<file path="src/rtl/sum_window_accum.sv">
// Sliding-window sum over the last DEPTH lane totals, with restart (ld) and async reset.
// Optional output saturation when the accumulator is wider than sum_out: define SUM_WINDOW_SAT_EN.
module sum_window_accum #(
    parameter int unsigned DATA_W = 8,
    parameter int unsigned LANES  = 2,
    parameter int unsigned DEPTH  = 5,
    parameter int unsigned SUM_W  = 16
) (
    input  logic                           clk,
    input  logic                           rst,
    input  logic                           en,
    input  logic                           ld,
    input  logic [LANES*DATA_W-1:0]        data_in,
    output logic [SUM_W-1:0]               sum_out,
    output logic                           valid_out,
    output logic [$clog2(DEPTH+1)-1:0]     fill_cnt
);

    localparam int unsigned TW = DATA_W + $clog2(LANES);
    localparam int unsigned AW = TW + $clog2(DEPTH);
    localparam int unsigned PW = $clog2(DEPTH);
    localparam int unsigned FW = $clog2(DEPTH + 1);

    typedef enum logic [1:0] {
        S_EMPTY = 2'd0,
        S_FILL  = 2'd1,
        S_FULL  = 2'd2
    } state_e;

    state_e          state_q, state_d;
    logic [AW-1:0]   acc_q, acc_d;
    logic [PW-1:0]   ptr_q, ptr_d;
    logic [FW-1:0]   fill_q, fill_d;
    logic [SUM_W-1:0] sum_q;
    logic            valid_q;
    logic [TW-1:0]   hist_q [DEPTH];

    logic [TW-1:0]   total_c;
    logic [PW-1:0]   ptr_nxt_c;
    logic [PW-1:0]   hist_wptr_c;
    logic            hist_we_c;
    logic            hist_clr_c;
    logic [SUM_W-1:0] sum_fmt_c;

    // Lossless sum of all lanes for the current sample
    always_comb begin
        total_c = '0;
        for (int k = 0; k < LANES; k++) begin
            total_c = total_c + TW'(data_in[k*DATA_W +: DATA_W]);
        end
    end

    assign ptr_nxt_c = (ptr_q == PW'(DEPTH - 1)) ? '0 : ptr_q + PW'(1);

    // Next-state and datapath control; ld outranks en
    always_comb begin
        state_d     = state_q;
        acc_d       = acc_q;
        ptr_d       = ptr_q;
        fill_d      = fill_q;
        hist_we_c   = 1'b0;
        hist_clr_c  = 1'b0;
        hist_wptr_c = ptr_q;

        if (ld) begin
            acc_d       = AW'(total_c);
            ptr_d       = PW'(1);
            fill_d      = FW'(1);
            state_d     = S_FILL;
            hist_clr_c  = 1'b1;
            hist_we_c   = 1'b1;
            hist_wptr_c = '0;
        end else if (en) begin
            case (state_q)
                S_EMPTY, S_FILL: begin
                    acc_d     = acc_q + AW'(total_c);
                    hist_we_c = 1'b1;
                    ptr_d     = ptr_nxt_c;
                    fill_d    = fill_q + FW'(1);
                    state_d   = (fill_q + FW'(1) == FW'(DEPTH)) ? S_FULL : S_FILL;
                end
                S_FULL: begin
                    // ptr_q addresses the oldest entry once the window is full
                    acc_d     = acc_q + AW'(total_c) - AW'(hist_q[ptr_q]);
                    hist_we_c = 1'b1;
                    ptr_d     = ptr_nxt_c;
                end
                default: begin
                    state_d = S_EMPTY;
                end
            endcase
        end
    end

    // Map the exact accumulator onto the sum_out width
    generate
        if (AW > SUM_W) begin : g_narrow
`ifdef SUM_WINDOW_SAT_EN
            assign sum_fmt_c = (acc_d > AW'({SUM_W{1'b1}})) ? {SUM_W{1'b1}} : acc_d[SUM_W-1:0];
`else
            assign sum_fmt_c = acc_d[SUM_W-1:0];
`endif
        end else begin : g_wide
            assign sum_fmt_c = SUM_W'(acc_d);
        end
    endgenerate

    always_ff @(posedge clk or posedge rst) begin
        if (rst) begin
            state_q <= S_EMPTY;
            acc_q   <= '0;
            ptr_q   <= '0;
            fill_q  <= '0;
            sum_q   <= '0;
            valid_q <= 1'b0;
            for (int i = 0; i < DEPTH; i++) begin
                hist_q[i] <= '0;
            end
        end else begin
            state_q <= state_d;
            acc_q   <= acc_d;
            ptr_q   <= ptr_d;
            fill_q  <= fill_d;
            sum_q   <= sum_fmt_c;
            valid_q <= (state_d == S_FULL);
            if (hist_clr_c) begin
                for (int i = 0; i < DEPTH; i++) begin
                    hist_q[i] <= '0;
                end
            end
            if (hist_we_c) begin
                hist_q[hist_wptr_c] <= total_c;
            end
        end
    end

    assign sum_out   = sum_q;
    assign valid_out = valid_q;
    assign fill_cnt  = fill_q;

endmodule

</file>
<file path="config.mk">
export PLATFORM = sky130hd
export DESIGN_NAME = sum_window_accum
export DESIGN_NICKNAME = d
export VERILOG_FILES = /design/src/rtl/sum_window_accum.sv
export SDC_FILE = /design/constraint.sdc
export NUM_CORES = 1
export LEC_CHECK = 0
export CAP_MARGIN = 25
export CORE_MARGIN = 3
export CORE_UTILIZATION = 45
export DETAILED_ROUTE_END_ITERATION = 7
export SYNTH_ARGS = -nofsm -noshare
export SYNTH_HDL_FRONTEND = slang
export SYNTH_SLANG_ARGS = --single-unit
</file>
<file path="constraint.sdc">
create_clock -name clk -period 5 [get_ports clk]
set_input_delay 1.5 -clock clk [delete_from_list [all_inputs] [get_ports clk]]
set_output_delay 1.5 -clock clk [all_outputs]
set_load 0.01 [all_outputs]
</file>
# ---- Word-level counts from Yosys, hierarchy flattened
# Index checks and enable logic that the tools add are counted.
dict set report word_totals {
  register_bits 66
  input_bits 20
  word_cells 63
}
dict set report op_classes {
  addsub 5
  order_cmp 3
  eq_ne 5
  n_mux 27
  bitwise 2
  n_reduce_logical 11
}
# cell count
set op_table {}
lappend op_table {{2-to-1 mux 45 bit} 2}
lappend op_table {{bitwise mux 45 bit} 1}
lappend op_table {{binary-select mux 9 bit (select 3 bit)} 1}
lappend op_table {{demux 9 bit (select 3 bit)} 1}
lappend op_table {{2-to-1 mux 9 bit} 3}
lappend op_table {{2-to-1 mux 12 bit} 2}
lappend op_table {{2-to-1 mux 3 bit} 8}
lappend op_table {{one-hot mux 12 bit (2 select lines)} 1}
lappend op_table {{adder 12 x 9 -> 12 bit} 1}
lappend op_table {{subtractor 12 x 9 -> 12 bit} 1}
lappend op_table {{adder 8 x 8 -> 9 bit} 1}
lappend op_table {{>= comparator 4 bit, second input constant} 2}
lappend op_table {{inverter 3 -> 4 bit} 2}
lappend op_table {{adder 3 x 1 -> 3 bit, second input constant} 2}
lappend op_table {{== test 3 bit, second input constant} 2}
lappend op_table {{2-to-1 mux 2 bit} 3}
lappend op_table {{AND reduction 2 bit} 3}
lappend op_table {{nonzero test 2 bit} 3}
lappend op_table {{== test 2 bit, second input constant} 2}
lappend op_table {{less-than comparator 4 x 1 -> 1 bit, second input constant} 1}
lappend op_table {{2-to-1 mux 1 bit} 4}
lappend op_table {{one-hot mux 2 bit (2 select lines)} 1}
lappend op_table {{nonzero test 3 bit} 1}
lappend op_table {{OR reduction 3 bit} 1}
lappend op_table {{4 further kinds} 4}

# ---- Longest topological paths before layout
# Gate-level depths: netlist (run 1).
dict set report logic_depth {
  ltp_word 8
  ltp_mapped 20
  ltp_nobuf 20
}

# ---- Worst setup path before layout (run 1)
# No wires, ideal clock.
dict set report synth_timing {
  kind {in2reg}
  startpoint {input data_in[0]}
  endpoint {register sum_q[9], in the netlist sum_out[9]}
  setup_time_ns 0.128
  arrival_time_ns 5.383
  setup_slack_ns -0.511
  cell_stages 19
  path_cell_list {ha_1 > fa_1 > a21o_1 > a21oi_1 > o21bai_1 > a21oi_1 > xor2_1 > inv_1 > ha_1 > a21oi_1 > a211oi_1 > o21a_1 > nor2_1 > ha_1 > inv_1 > or3_1 > a311o_1 > o211ai_2 > mux2_1}
}
dict set report synth_between {
  elab_chain_len 6
}
# item line
set synth_rtl {}
lappend synth_rtl {{from (decl)} 13} ;# input logic [LANES*DATA_W-1:0] data_in,
lappend synth_rtl {{adder 8 x 8 -> 9 bit *} 49} ;# total_c = total_c + TW'(data_in[k*DATA_W +: DATA_W]);
lappend synth_rtl {{adder 12 x 9 -> 12 bit *} {76, 84}}
lappend synth_rtl {{subtractor 12 x 9 -> 12 bit} 84} ;# acc_d = acc_q + AW'(total_c) - AW'(hist_q[ptr_q]);
lappend synth_rtl {{one-hot mux 12 bit (2 select lines) *} 74} ;# case (state_q)
lappend synth_rtl {{2-to-1 mux 12 bit *} 73} ;# end else if (en) begin
lappend synth_rtl {{2-to-1 mux 12 bit *} 65} ;# if (ld) begin
lappend synth_rtl {{to (signal assigned)} 124} ;# sum_q <= sum_fmt_c;
lappend synth_rtl {{to (decl)} 34} ;# logic [SUM_W-1:0] sum_q;
# Every way passes the cells marked *; elsewhere a longest branch is shown, timed or not. The select of a mux whose other input is x is not followed.
# A chain may end at the register's enable or synchronous reset.

# ---- Worst setup path after layout (run 1)
dict set report layout_timing {
  startpoint {input data_in[4]}
  endpoint {register sum_q[9], in the netlist sum_out[9]}
}
# Same word-level chain as after synthesis.

==> results of run 1 <==
-- layout by cell type, fill, tap and decap left out, types with 4 or more instances in the layout --
cell             count
a21oi_1             26
nor3b_1              6
and2_1               7
a21oi_2              7
a21o_1               7
ha_4                 8
buf_6                6
conb_1               4
o21a_1               4
inv_2                6
a211oi_1            10
nand2_1             41
nand2b_1            20
nor2_1              32
nand3b_1            28
o21ai_1              4
nor3_1               8
clkbuf_8             9
mux2i_1             18
o21ai_0             65
nand3_1              9
ha_1                21
inv_1               18
a211o_1              4
nor2b_1              4
xor2_1               5
clkdlybuf4s50_1     26
buf_4               82
xnor2_1              6
dfrtp_1             66
-- critical path: cells and delay by family --
family                   cells  cell delay [ns]
AND/OR/NAND/NOR              4             1.10
multiplexers                 1             0.31
AO/OA/AOI/OAI                5             0.93
buffers and inverters        4             0.56
adder cells (fa/ha/maj)      3             0.84
-- what timing repair did --
item / 4_1_cts / 5_1_grt
gates resized for setup: 46 / 26
setup buffers: 3 / 4
pin swaps: 26 / 25
endpoints found under the setup margin: 7 / 7
-- how the worst max path moves through the flow --
stage	end	cells past startpoint	slack (ns)	start
final	sum_out[9]	17	-0.007	data_in[4]
after global routing	sum_out[9]	20	-0.12	data_in[1]
after CTS	sum_out[9]	20	-0.003	data_in[8]
after detailed placement	sum_out[9]	19	-0.84	data_in[1]
after global placement	sum_out[9]	20	-0.73	data_in[1]
after floorplan	sum_out[9]	19	-0.27	data_in[0]
-- stage by stage --
stage                     area, um2  setup TNS (ns)  hold slack, ns  power, mW
after global routing           6370          -0.125           0.547       3.05
after global placement         5840           -4.18           0.491       2.13
final                          6370        -0.00707           0.519       2.85
after floorplan                4890          -0.272           0.477       1.55
after CTS                      6210        -0.00321           0.520       2.72
after detailed placement       5840           -4.84           0.499       2.15
-- layout make-up --
class | count | share of cell area (%)
clock buffer | 9 | 1.94
clock inverter | 7 | 1.47
inverter | 26 | 1.57
multi-input combinational | 424 | 50.7
sequential | 66 | 25.9
tap | 136 | 2.67
timing repair buffer | 120 | 15.7
-- layer usage --
metal | routed length [um] | up-vias | global-route usage, %
met5 | 0 | - | 0
met4 | 197 | 0 | 7.84
met3 | 671 | 14 | 4.11
met2 | 6100 | 114 | 35.7
met1 | 6430 | 2079 | 33.0
li1 | - | 2165 | -
-- flip-flops by register name, summed over array words and instances, names as in the netlist --
register   cells
state_q        2
fill_cnt       3
ptr_q          3
hist_q        45
sum_out       12
valid_out      1
-- logic make-up after synthesis --
family | Yosys count | share of synthesized area [%]
simple gates | 177 | 20.6
compound gates | 175 | 24.0
flops | 66 | 34.3
buf+inv | 57 | 5.09
fa+ha+maj | 32 | 8.77
mux | 21 | 4.52
xor+xnor | 15 | 2.73
other cells | 1 | 0.0778
-- power breakdown --
group          internal, mW  switching [mW]  total (mW)
combinational         0.859           0.821        1.68
clock                 0.280           0.233       0.513
sequential            0.589          0.0649       0.654
==> flow_summary.ini, run 1 <==
[critical_path]
required_ns = 5.24
rr_worst_depth = 14
crit_slowest_cell = or4_4
r2r_end = sum_out[10]
rrSetupSlack_ns = 1.38
startpoint_type = input pin
cp_common_cell = ha_4
cp_max_fo = 4
critPathArrivalTime_ns = 5.25
r2r_start = ptr_q[2]
crit_chain = clkdlybuf4s50_1 > ha_4 > a2111oi_4 > or4_4 > nand2_4 > inv_4 > ha_4 > inv_2 > a211oi_4 > o21a_1 > nor2_4 > ha_4 > inv_2 > or3_1 > a311o_1 > o211ai_2 > mux2_4
critPathKind = in2reg
crit_path_end_kind = register
critPathMaxStageDelay_ns = 0.55

[layout]
nets = 699
seqCellArea_um2 = 1650
final_util_pct = 61.4
multi_input_area_um2 = 3230
drive_gt1_share_pct = 25.3
diodes = 0
n_fill_cell = 888
area_growth_pct = 32.1
fin_cells = 788

[timing]
relSlewSlack_pct = 45.9
finalSetupViolCount = 1
final_hold_viol_count = 0
max_freq_mhz = 200
tightest_slew_ns = 0.810
rsz0062_at_grt = true
period_minus_slack_ns = 5.01
fin_ws_ns = -0.00707
slew_viol_final = 0
finalClockSkew_ns = 0.0146
period_share_pct = 100

[cts]
cts_buffers = 9
clkLatencyLatePin_ns = 0.36
cts_htree_levels = 3
clk_pin_slew_worst_paths_ns = 0.07
cts_sinks = 66
ctsRootBufferMaster = clkbuf_8
cts_tree = yes
clock_path_buffers = 2
cts_hold_buf = 0

[global_route]
grtUsageTotal_pct = 23.2
grt_max_degree = 58
grt_pass1_wl_mm = 21.4
grt_pass1_vias = 4232
antenna_found_initial = 0
grt_remaining_overflow = 0

[floorplan]
core_um2 = 10400
dieWidth_um = 110
row_count = 37
die_h_um = 110
io_pins = 40
start_util_pct = 46.5
die-area_um2 = 12000

[drt]
drt-pass1-iter-count = 5
vias_per_cell = 5.55
drt_iter0_markers = 347
wl_mm = 13.4
ant_nets = 0
drc = 0
num_vias = 4372
avgRoutedWirePerCell_um = 17.0

[min_path]
min_from = hist_q[4]
holdPathEnd = hist_q[4]
whs_path_depth = 2
min_path_type = reg2reg

[yosys]
syn_area_um2 = 4820
synth_common_cells = dfrtp_1 (66), o21ai_0 (65), nand2_1 (42)
synth_top_area_share_pct = 34.3
yosys.area.top_type = dfrtp_1
synthTopCellsByArea = dfrtp_1 (34%), ha_1 (7.5%), o21ai_0 (6.7%), nand3b_1 (4.4%), mux2i_1 (3.7%)
synth_ff_type = dfrtp_1
ys_warn_count = 0
synth_edf_count = 0
syn_inst = 544
synthDistinctLibCells = 76
synth_seq_cells = 66
ys_async_sr_fraction_pct = 100
seq_area_frac_synth_pct = 34.3
synth_most_common_cell = dfrtp_1
syn_area_per_cell_um2 = 8.86

[run_status]
violations = setup timing
status = complete, but fails checks

[power]
irDropWorstVdd_mv = 0.202
leakagePower_nw = 2.75
powerDensity_nw_per_um2 = 447

[place]
post-dp-hpwl_mm = 9.54
portBuffers = 35
place_inst = 765
gp_congestion = 0.894
dp_slack_ns = -0.835

[run]
drv_cap = 0
Note: power is estimated with default switching activity, not from simulation.
==> run 2, diff against run 1 <==
--- a/config.mk
+++ b/config.mk
@@ -6,7 +6,6 @@
 export NUM_CORES = 1
 export LEC_CHECK = 0
 export CAP_MARGIN = 25
-export CORE_MARGIN = 3
 export CORE_UTILIZATION = 45
 export DETAILED_ROUTE_END_ITERATION = 7
 export SYNTH_ARGS = -nofsm -noshare
==> flow_summary.ini, run 2 (synthesized netlist as in run 1, its figures left out) <==
[power]
p_sw_mw = 1.14
clockPowerShare_pct = 15.2
powerDensity_nw_per_um2 = 437
leakagePower_nw = 2.78
totalPowerFinal_mw = 2.80
p_seq_share_pct = 23.5
swShare_pct = 40.6
irDropWorstVdd_mv = 0.230
internal_power_mw = 1.66
p_comb_share_pct = 61.4

[timing]
finalClockSkew_ns = 0.0106
fin_ws_ns = -0.0252
relSlewSlack_pct = 48.8
max_freq_mhz = 199
tightest_slew_ns = 0.767
rsz0062_at_grt = true
hold_slack_ns = 0.516
finalSetupViolCount = 1
slew_viol_final = 0
period_share_pct = 101
period_minus_slack_ns = 5.03
final_hold_viol_count = 0

[floorplan]
die-area_um2 = 11100
die_h_um = 106
dieWidth_um = 106
row_count = 37
core_um2 = 10400
start_util_pct = 46.5
io_pins = 40

[layout]
largest_reg_flops = 45
final_util_pct = 61.7
n_fill_cell = 895
diodes = 0
nets = 709
seqCellArea_um2 = 1650
multi_input_area_um2 = 3220
regMostFlops = hist_q
final_common_cell = buf_4
drive_gt1_share_pct = 27.0
layout_common_cells = buf_4 (91), dfrtp_1 (66), o21ai_0 (63), nand2_1 (41), nor2_1 (32)
area_growth_pct = 32.8

[drt]
wl_mm = 13.2
drt-pass1-iter-count = 5
avgRoutedWirePerCell_um = 16.6
num_vias = 4479
drt_iter0_markers = 322
ant_nets = 0
vias_per_cell = 5.61
drc = 0

[min_path]
min_path_type = reg2reg

[cts]
clkLatencyLatePin_ns = 0.36
cts_htree_levels = 3
cts_sinks = 66
cts_tree = yes
ctsRootBufferMaster = clkbuf_8
clock_path_buffers = 2
clk_pin_slew_worst_paths_ns = 0.08
cts_buffers = 9
cts_hold_buf = 0

[global_route]
antenna_found_initial = 0
grt_remaining_overflow = 0
grt_max_degree = 64
grt_pass1_vias = 4269
grtUsageTotal_pct = 24.5
grt_pass1_wl_mm = 21.6

[critical_path]
critPathArrivalTime_ns = 5.26
rr_worst_depth = 13
cp_max_fo = 3
critPathKind = in2reg
endpoint = sum_out[9]
rrSetupSlack_ns = 1.38
crit_path_end_kind = register
r2r_end = sum_out[8]
required_ns = 5.24
cp-startpoint = data_in[1]
r2r_start = ptr_q[2]
startpoint_type = input pin

[run]
drv_cap = 0

[place]
portBuffers = 35
post-dp-hpwl_mm = 9.48
gp_congestion = 0.894
dp_slack_ns = -0.812

[run_status]
status = complete, but fails checks
violations = setup timing
-- run 2: how the worst min path moves through the flow --
stage	start	to	slack [ns]	depth (start not counted)
finish	hist_q[7]	hist_q[7]	0.52	2
floorplan	hist_q[36]	hist_q[36]	0.48	2
global route	hist_q[4]	hist_q[4]	0.53	2
global placement	hist_q[13]	hist_q[13]	0.49	2
detailed placement	hist_q[7]	hist_q[7]	0.50	2
CTS	hist_q[7]	hist_q[7]	0.52	2
-- run 2: layout make-up --
| type | instances | area share, % |
|---|---|---|
| clock buffer | 9 | 1.94 |
| clock inverter | 7 | 0.802 |
| inverter | 26 | 1.60 |
| multi-input combinational | 424 | 50.3 |
| sequential | 66 | 25.8 |
| tap | 136 | 2.66 |
| timing repair buffer | 130 | 16.9 |
-- run 2: repair_timing --
item / 4_1_cts / 5_1_grt
endpoints found under the setup margin: 6 / 6
resized for setup: 47 / 31
endpoints found under the hold margin: 0 / 0
setup buffers: 5 / 3
pin swaps: 22 / 28
-- run 2: power by group through the flow --
stage | Clock (mW) | Combinational, mW | Sequential [mW]
floorplan | 0 | 0.901 | 0.650
global placement | 0 | 1.49 | 0.662
detailed placement | 0 | 1.52 | 0.665
CTS | 0.427 | 1.60 | 0.655
global route | 0.454 | 1.87 | 0.665
finish | 0.425 | 1.72 | 0.657
-- run 2: routing by layer --
layer,up-vias,wire length [um],GRT usage [%]
met4,0,139,5.46
li1,2184,-,-
met1,2159,6320,34.0
met2,122,6190,40.6
met3,14,561,3.59
met5,-,0,0
-- run 2: worst max-delay path: stages --
cell      delay, ns
buf_8          0.10
buf_6          0.11
fa_2           0.38
a21o_1         0.20
a21oi_2        0.15
buf_4          0.13
xnor2_2        0.08
ha_1           0.32
o21a_2         0.16
o31ai_4        0.07
buf_4          0.16
a211oi_4       0.21
o21a_1         0.18
nor2_1         0.06
ha_2           0.35
inv_2          0.04
or3_1          0.37
a311o_1        0.29
o211ai_2       0.07
mux2_4         0.32
-- run 2: stage by stage --
step / area (um2) / setup TNS (ns) / instances
floorplan: 4890 / -0.272 / 547
global placement: 5910 / -4.20 / 775
detailed placement: 5910 / -4.64 / 775
CTS: 6250 / -0.00703 / 796
global route: 6400 / -0.171 / 798
finish: 6400 / -0.0252 / 798
==> run 3, diff against run 2 <==
--- a/config.mk
+++ b/config.mk
@@ -8,6 +8,7 @@
 export CAP_MARGIN = 25
 export CORE_UTILIZATION = 45
 export DETAILED_ROUTE_END_ITERATION = 7
+export SETUP_SLACK_MARGIN = 0.1
 export SYNTH_ARGS = -nofsm -noshare
 export SYNTH_HDL_FRONTEND = slang
 export SYNTH_SLANG_ARGS = --single-unit
==> flow_summary.ini, run 3 (synthesized netlist as in run 1, its figures left out) <==
[power]
powerDensity_nw_per_um2 = 459
leakagePower_nw = 2.86
irDropWorstVdd_mv = 0.211
totalPowerFinal_mw = 3.02

[layout]
area_growth_pct = 36.5
final_util_pct = 63.5
drive_gt1_share_pct = 28.9
layout_common_cells = buf_4 (96), dfrtp_1 (66), o21ai_0 (63), nand2_1 (41), nor2_1 (33)
final_common_cell = buf_4
largest_reg_flops = 45
final_cell_area_um2 = 6580
nets = 714
diodes = 0
fin_cells = 803
regMostFlops = hist_q

[critical_path]
critPathMaxStageDelay_ns = 0.55
crit_chain = buf_8 > ha_4 > a21o_1 > a21oi_4 > o21bai_4 > a2111oi_4 > or4_4 > nand2_4 > inv_4 > ha_4 > inv_4 > a211oi_4 > o21a_1 > nor2_1 > ha_1 > inv_2 > or3_1 > a311o_1 > o211ai_2 > mux2_4
cp_max_fo = 2
critPathArrivalTime_ns = 5.13
startpoint_type = input pin
path_buf_inv = 4
crit_path_end_kind = register
rrSetupSlack_ns = 1.02
crit_slowest_cell = or4_4
critPathKind = in2reg
required_ns = 5.26
cp_top_family = compound AO/OA/AOI/OAI gates

[global_route]
grt_pass1_wl_mm = 22.0
grt_max_degree = 79
grtUsageTotal_pct = 25.4
grt_pass1_vias = 4312
grt_remaining_overflow = 0
antenna_found_initial = 0

[drt]
drt_iter0_markers = 379
ant_nets = 0
drc = 0
vias_per_cell = 5.55
wl_mm = 13.4
num_vias = 4460
avgRoutedWirePerCell_um = 16.7
drt-pass1-iter-count = 5

[floorplan]
dieWidth_um = 106
die_h_um = 106
io_pins = 40
core_um2 = 10400
die-area_um2 = 11100
start_util_pct = 46.5
row_count = 37

[run]
drv_cap = 0

[min_path]
min_path_type = reg2reg

[run_status]
status = completed

[timing]
hold_slack_ns = 0.513
tightest_slew_ns = 0.743
final_hold_viol_count = 0
finalClockSkew_ns = 0.0148
period_share_pct = 97.5
finalSetupViolCount = 0
relSlewSlack_pct = 50.4
max_freq_mhz = 205
period_minus_slack_ns = 4.88
rsz0062_at_grt = true
slew_viol_final = 0

[place]
post-dp-hpwl_mm = 9.44
dpl_cell_area_um2 = 5910
gp_congestion = 0.856
place_inst = 771
portBuffers = 35

[cts]
cts_sinks = 66
clk_pin_slew_worst_paths_ns = 0.09
cts_buffers = 9
clock_path_buffers = 2
ctsRootBufferMaster = clkbuf_8
cts_htree_levels = 3
cts_tree = yes
cts_hold_buf = 0
clkLatencyLatePin_ns = 0.37
==> run 3: power by group <==
group          total (mW)  switching (mW)  internal [mW]
sequential          0.654          0.0655          0.589
clock               0.547           0.226          0.321
combinational        1.82           0.869          0.949
total                3.02            1.16           1.86
==> run 3: path summary, 6_finish.rpt <==
check                         endpoint       start  depth (start not counted)
max in group asynchronous   hist_q[29]         rst                          3
setup / recovery            sum_out[9]  data_in[9]                         20
hold reg to reg              hist_q[3]   hist_q[3]                          2
min in group asynchronous  sum_out[10]         rst                          2
setup reg to reg            sum_out[6]    ptr_q[2]                         14
hold / removal               hist_q[3]   hist_q[3]                          2
==> run 3: per-layer routing <==
layer	part of all wire, %	global-route usage (%)	vias up
met1	48	36.2	2131
met3	5.2	4.76	11
met4	1.4	7.84	0
li1	-	-	2185
met5	0	0	-
met2	45	39.0	133
==> run 3: tightest hold or removal path: stages (launching register included) <==
cell	delay [ns]
dfrtp_1	0.35
nand3b_1	0.07
o21ai_0	0.06
==> run 3: final cells by class <==
class	instances	area [um2]
Clock buffer	12	165
Clock inverter	4	72.6
Fill cell	894	3790
Inverter	26	103
Multi-Input combinational cell	424	3300
Sequential cell	66	1650
Tap cell	136	170
Timing Repair Buffer	135	1120
==> run 3: metrics by stage <==
stage / setup TNS, ns / worst slack (ns)
3_3_place_gp: -4.30 / -0.693
4_1_cts: 0 / 0.0504
6_report: 0 / 0.125
2_1_floorplan: -0.215 / -0.215
3_5_place_dp: -5.23 / -0.792
5_1_grt: -0.0772 / -0.0342
==> run 3: repair_timing <==
item,4_1_cts,5_1_grt
gates resized for setup,50,39
cloned,0,0
setup buffers,8,8
pin swaps,22,22
endpoints found under the setup margin,7,7
